File: config.mk
export PLATFORM = sky130hd
export DESIGN_NAME = i2s_rx_slave
export DESIGN_NICKNAME = d
export VERILOG_FILES = /design/src/rtl/i2s_rx_slave.sv
export SDC_FILE = /design/constraint.sdc
export NUM_CORES = 1
export LEC_CHECK = 0
export BUFFER_PORTS_ARGS = -buffer_cell sky130_fd_sc_hd__buf_4
export CAP_MARGIN = 20
export CORE_MARGIN = 2
export CORE_UTILIZATION = 56
export CTS_BUF_LIST = sky130_fd_sc_hd__clkbuf_4 sky130_fd_sc_hd__clkbuf_8
export DETAILED_ROUTE_END_ITERATION = 8
export PLACE_DENSITY = 0.73
export RECOVER_POWER = 100
export SYNTH_ARGS = -nofsm -noshare
export SYNTH_HDL_FRONTEND = slang
export SYNTH_SLANG_ARGS = --single-unit
File: constraint.sdc
create_clock -name bclk -period 7.42 [get_ports bclk]
set_clock_uncertainty 0.05 [all_clocks]
set_input_delay 0 -clock bclk [delete_from_list [all_inputs] [get_ports bclk]]
set_output_delay 0 -clock bclk [all_outputs]
set_load 0.05 [all_outputs]
File: src/rtl/i2s_rx_slave.sv
// I2S slave receiver: deserializes the codec ADC stream into held 16-bit left/right words.
// Strobes pulse one cycle per commit; err_short latches any truncated half-frame.
module i2s_rx_slave #(
   parameter int DATA_W   = 16,
   parameter int SLOT_MAX = 32
) (
   input  logic              bclk,
   input  logic              rst,
   input  logic              lrck,
   input  logic              sdata,
   output logic [DATA_W-1:0] l_data,
   output logic [DATA_W-1:0] r_data,
   output logic              l_valid,
   output logic              r_valid,
   output logic              pair_valid,
   output logic              err_short
);

   localparam int CNT_W  = $clog2(DATA_W + 1);
   localparam int SLOT_W = $clog2(SLOT_MAX + 1);
   localparam logic [CNT_W-1:0]  FULL_CNT  = CNT_W'(DATA_W);
   localparam logic [SLOT_W-1:0] SLOT_LAST = SLOT_W'(SLOT_MAX);

   localparam logic [1:0] UNSYNC   = 2'd0;
   localparam logic [1:0] WAIT_MSB = 2'd1;
   localparam logic [1:0] SHIFT    = 2'd2;
   localparam logic [1:0] DONE     = 2'd3;

   logic [1:0]        state;
   logic [DATA_W-1:0] shreg;
   logic [CNT_W-1:0]  bit_cnt;
   logic [SLOT_W-1:0] slot_cnt;
   logic              lrck_d;
   logic              synced;
   logic              channel;
   logic              left_seen;
   logic              lr_edge;
   logic              commit;
   logic              short_word;
   logic [DATA_W-1:0] commit_word;

   // lrck_d holds its reset value for the first cycle out of reset, so an lrck
   // already high then is not a real edge; synced masks that false edge.
   assign lr_edge = synced && (lrck != lrck_d);

   // A commit is a full word, or a truncated word left-aligned when lrck moves early.
   always_comb begin
      commit      = 1'b0;
      short_word  = 1'b0;
      commit_word = shreg;
      if (state == SHIFT) begin
         if (bit_cnt == FULL_CNT) begin
            commit = 1'b1;
         end else if (lr_edge) begin
            commit      = 1'b1;
            short_word  = 1'b1;
            commit_word = shreg << (FULL_CNT - bit_cnt);
         end
      end
   end

   always_ff @(posedge bclk) begin
      if (!rst) begin
         state      <= UNSYNC;
         shreg      <= '0;
         bit_cnt    <= '0;
         slot_cnt   <= '0;
         lrck_d     <= 1'b0;
         synced     <= 1'b0;
         channel    <= 1'b0;
         left_seen  <= 1'b0;
         l_data     <= '0;
         r_data     <= '0;
         l_valid    <= 1'b0;
         r_valid    <= 1'b0;
         pair_valid <= 1'b0;
         err_short  <= 1'b0;
      end else begin
         lrck_d     <= lrck;
         synced     <= 1'b1;
         l_valid    <= 1'b0;
         r_valid    <= 1'b0;
         pair_valid <= 1'b0;

         if (commit) begin
            if (!channel) begin
               l_data    <= commit_word;
               l_valid   <= 1'b1;
               left_seen <= 1'b1;
            end else begin
               r_data     <= commit_word;
               r_valid    <= 1'b1;
               pair_valid <= left_seen;
               left_seen  <= 1'b0;
            end
         end
         if (short_word) begin
            err_short <= 1'b1;
         end

         // The MSB arrives on the WAIT_MSB cycle, one bclk after the lrck edge.
         case (state)
            UNSYNC: begin
               if (lr_edge) begin
                  state <= WAIT_MSB;
               end
            end
            WAIT_MSB: begin
               shreg    <= {{(DATA_W-1){1'b0}}, sdata};
               bit_cnt  <= CNT_W'(1);
               channel  <= lrck_d;
               slot_cnt <= '0;
               state    <= SHIFT;
            end
            SHIFT: begin
               slot_cnt <= slot_cnt + 1'b1;
               if (commit) begin
                  state <= lr_edge ? WAIT_MSB : DONE;
               end else if (slot_cnt == SLOT_LAST) begin
                  state <= UNSYNC;
               end else begin
                  shreg   <= {shreg[DATA_W-2:0], sdata};
                  bit_cnt <= bit_cnt + 1'b1;
               end
            end
            default: begin
               if (lr_edge) begin
                  state <= WAIT_MSB;
               end else if (slot_cnt == SLOT_LAST) begin
                  state <= UNSYNC;
               end else begin
                  slot_cnt <= slot_cnt + 1'b1;
               end
            end
         endcase
      end
   end

endmodule

==> flow_metrics.py <==
metrics = {
    "critical_path": {
        "crit_path_max_fanout": 24,
        "worst_ep_arrival_time_ps": 4480,
        "cp-start-kind": "flip-flop",
        "r2r_end": "bit_cnt[2]$_SDFFE_PN0P_",
        "regToRegSetupSlack_ps": 3100,
        "end_kind": "flip-flop",
        "reg2reg_from": "bit_cnt[0]$_SDFFE_PN0P_",
        "cp.required_ps": 7590,
        "rr_worst_depth": 8,
        "criticalPathCategory": "reg -> reg",
    },
    "synthesis": {
        "yosysMostFrequentCell": "dfxtp_1",
        "synthAdderAreaFrac_pct": 1.74,
        "synth-simple-area-share_pct": 16.7,
        "synth_warnings": 0,
        "ys_dominant_reg_cell": "dfxtp_1",
        "async_flop_share_pct": 0,
        "synth_cell_types": 64,
        "netlist_top_cells_count": "dfxtp_1, o21ai_0, a21oi_1, nor2b_1, nand2_1",
        "synth_top_family_by_area": "compound AO/OA/AOI/OAI gates",
        "ys_top_cells_by_area": "dfxtp_1, mux4_2, o21ai_0",
        "yosysTopAreaCellShare_pct": 38.5,
        "synth_xor_area_share_pct": 1.26,
        "synth.net_count": 378,
        "postSynthAreaPerCell_um2": 9.72,
        "yosysSeqAreaShare_pct": 38.5,
        "synth_mux_area_share_pct": 12.0,
        "synth_top_area_cell": "dfxtp_1",
        "synth_edf_count": 0,
        "synth_compound_area_share_pct": 23.2,
        "synth_area_um2": 3590,
        "netlist_instances": 369,
        "synth_seq_cells": 69,
    },
    "die": {
        "rows": 29,
        "die_area_um2": 7060,
        "die_y_um": 84.1,
        "core_area_um2": 6280,
        "start_util_pct": 57.2,
        "io_pins": 40,
        "die-width_um": 84.1,
    },
    "power_and_ir_drop": {
        "powerDensity_nw_per_um2": 202,
        "peakVddDrop_mv": 0.174,
        "total_leakage_power_uw": 0.00129,
    },
    "route": {
        "viasPerCell": 6.22,
        "antenna_left": 0,
        "wl_per_cell_um": 16.7,
        "first_pass_iters": 5,
        "totalWireLength_mm": 7.96,
        "first_iter_violations": 246,
        "vias": 2966,
        "drc": 0,
    },
    "clock_tree": {
        "cts_buffers": 9,
        "post_cts_buffers": 0,
        "worstSkewPairLatency_ps": 350,
        "root_buffer": "clkbuf_8",
        "htree_levels": 3,
        "cts.sinks": 69,
        "cts_resized": 0,
        "cts_tree": "done",
        "cts_hold_buf": 2,
        "cts_buffer_depth": 2,
        "clkTransAtPathRegs_ps": 80,
    },
    "sta": {
        "period_share_pct": 58.2,
        "relSlewSlack_pct": -74.4,
        "slew_violations": 92,
        "worst_pin_slew_ps": 2590,
        "rsz0062_at_grt": "false",
        "hold_slack_ps": 396,
        "postLayoutSetupSlackWorst_ps": 3100,
        "fmax_mhz": 232,
        "period_needed_ps": 4320,
        "finalSetupTns_ps": 0,
        "hold_violations": 0,
        "finalSetupViolCount": 0,
    },
    "global_route": {
        "track_usage_pct": 23.9,
        "overflow": 0,
        "grt_pass1_vias": 2801,
        "grt_pass1_wl_mm": 13.6,
        "antenna_found_initial": 0,
        "grt_max_degree": 67,
    },
    "placed_design": {
        "dpl.hpwl_mm": 5.30,
        "post-place-ws_ps": 3920,
        "gp_congestion": 0.940,
        "portBuffers": 39,
    },
    "outcome": {
        "violations": "max-capacitance violations, max-slew violations",
        "status": "finished, violations left",
    },
    "layout": {
        "utilization_pct": 61.4,
        "num_antenna_cells": 0,
        "syn2layout_area_growth_pct": 7.32,
        "nNetsFinal": 404,
        "drive_gt1_share_pct": 12.3,
    },
    "worst_hold_path": {
        "holdPathEnd": "shreg[0]$_SDFFE_PN0P_",
        "hp-start": "sdata",
        "holdCritPathClass": "in -> reg",
        "whs_path_depth": 4,
    },
    "flow_run": {
        "cap_violations": 2,
    },
}
[power breakdown]
| group | leakage [uW] | total [uW] | switching (uW) | internal (uW) |
|---|---|---|---|---|
| clock | 0.0000943 | 304 | 141 | 163 |
| sequential | 0.000557 | 388 | 11.6 | 377 |
| combinational | 0.000635 | 86.7 | 55.6 | 31.0 |
[state kept, by name, summed over array words and instances, names as in the netlist]
| register | flops |
|---|---|
| l_data | 16 |
| r_data | 16 |
| shreg | 16 |
| slot_cnt | 6 |
| bit_cnt | 5 |
| state | 2 |
| channel | 1 |
| err_short | 1 |
| l_valid | 1 |
| left_seen | 1 |
| lrck_d | 1 |
| pair_valid | 1 |
| r_valid | 1 |
| synced | 1 |
[metal layers]
metal | GRT usage, % | wire length [um]
met1 | 30.1 | 3530
met2 | 38.9 | 3940
met3 | 6.73 | 384
met4 | 8.80 | 111
met5 | 0 | 0
[critical path, stage by stage (launching register included)]
cell and delay (ps):
dfxtp_1 630, inv_1 290, ha_1 260, nor3b_1 210, ha_1 300, nor3b_1 110, a21boi_0 1920, or3_2 350
a21oi_1 70
[worst max-delay path by stage]
stage / startpoint / endpoint / cells past startpoint
2_1_floorplan: bit_cnt[0]$_SDFFE_PN0P_ / l_data[15]$_SDFFE_PN0P_ / 10
6_report: bit_cnt[0]$_SDFFE_PN0P_ / bit_cnt[2]$_SDFFE_PN0P_ / 8
3_3_place_gp: bit_cnt[0]$_SDFFE_PN0P_ / l_data[9]$_SDFFE_PN0P_ / 8
4_1_cts: bit_cnt[0]$_SDFFE_PN0P_ / l_data[9]$_SDFFE_PN0P_ / 8
3_5_place_dp: bit_cnt[0]$_SDFFE_PN0P_ / r_data[9]$_SDFFE_PN0P_ / 8
5_1_grt: bit_cnt[0]$_SDFFE_PN0P_ / shreg[9]$_SDFFE_PN0P_ / 8
[kinds of logic (layout without fill, tap and decap cells)]
kind of cell	count (synthesis)	after routing
adders and majority gates	5	5
DFF	69	69
muxes	28	28
and+or+nand+nor	98	98
xor gates and xnor gates	3	3
buffers and inverters	39	70
AOI/OAI and AO/OA	127	127
[placed cells by master, fill, tap and decap left out, drive strengths merged, types with 5 or more instances in the layout]
| cell | n |
|---|---|
| dfxtp | 69 |
| clkbuf | 48 |
| o21ai | 38 |
| a21oi | 29 |
| nor2b | 20 |
| nand2 | 20 |
| a22oi | 17 |
| nor2 | 15 |
| mux2i | 13 |
| mux4 | 11 |
| inv | 10 |
| nand3 | 8 |
| a31oi | 8 |
| a32oi | 7 |
| o31ai | 7 |
| and2 | 6 |
| ha | 5 |
| nor3 | 5 |
[metrics by stage]
| stage | total power, uW | area [um^2] | instances |
|---|---|---|---|
| global placement | 484 | 3780 | 457 |
| CTS | 789 | 4000 | 475 |
| global route | 811 | 3850 | 477 |
| finish | 779 | 3850 | 477 |
| floorplan | 475 | 3590 | 369 |
| detailed placement | 485 | 3780 | 457 |
[layout make-up]
| cell class | count | area (um^2) |
|---|---|---|
| Sequential cell | 69 | 1380 |
| Clock inverter | 6 | 62.6 |
| Inverter | 11 | 41.3 |
| Tap cell | 77 | 96.3 |
| Timing Repair Buffer | 43 | 193 |
| Fill cell | 588 | 2430 |
| Multi-Input combinational cell | 261 | 1940 |
| Clock buffer | 10 | 138 |
(Power assumes the default switching activity.)
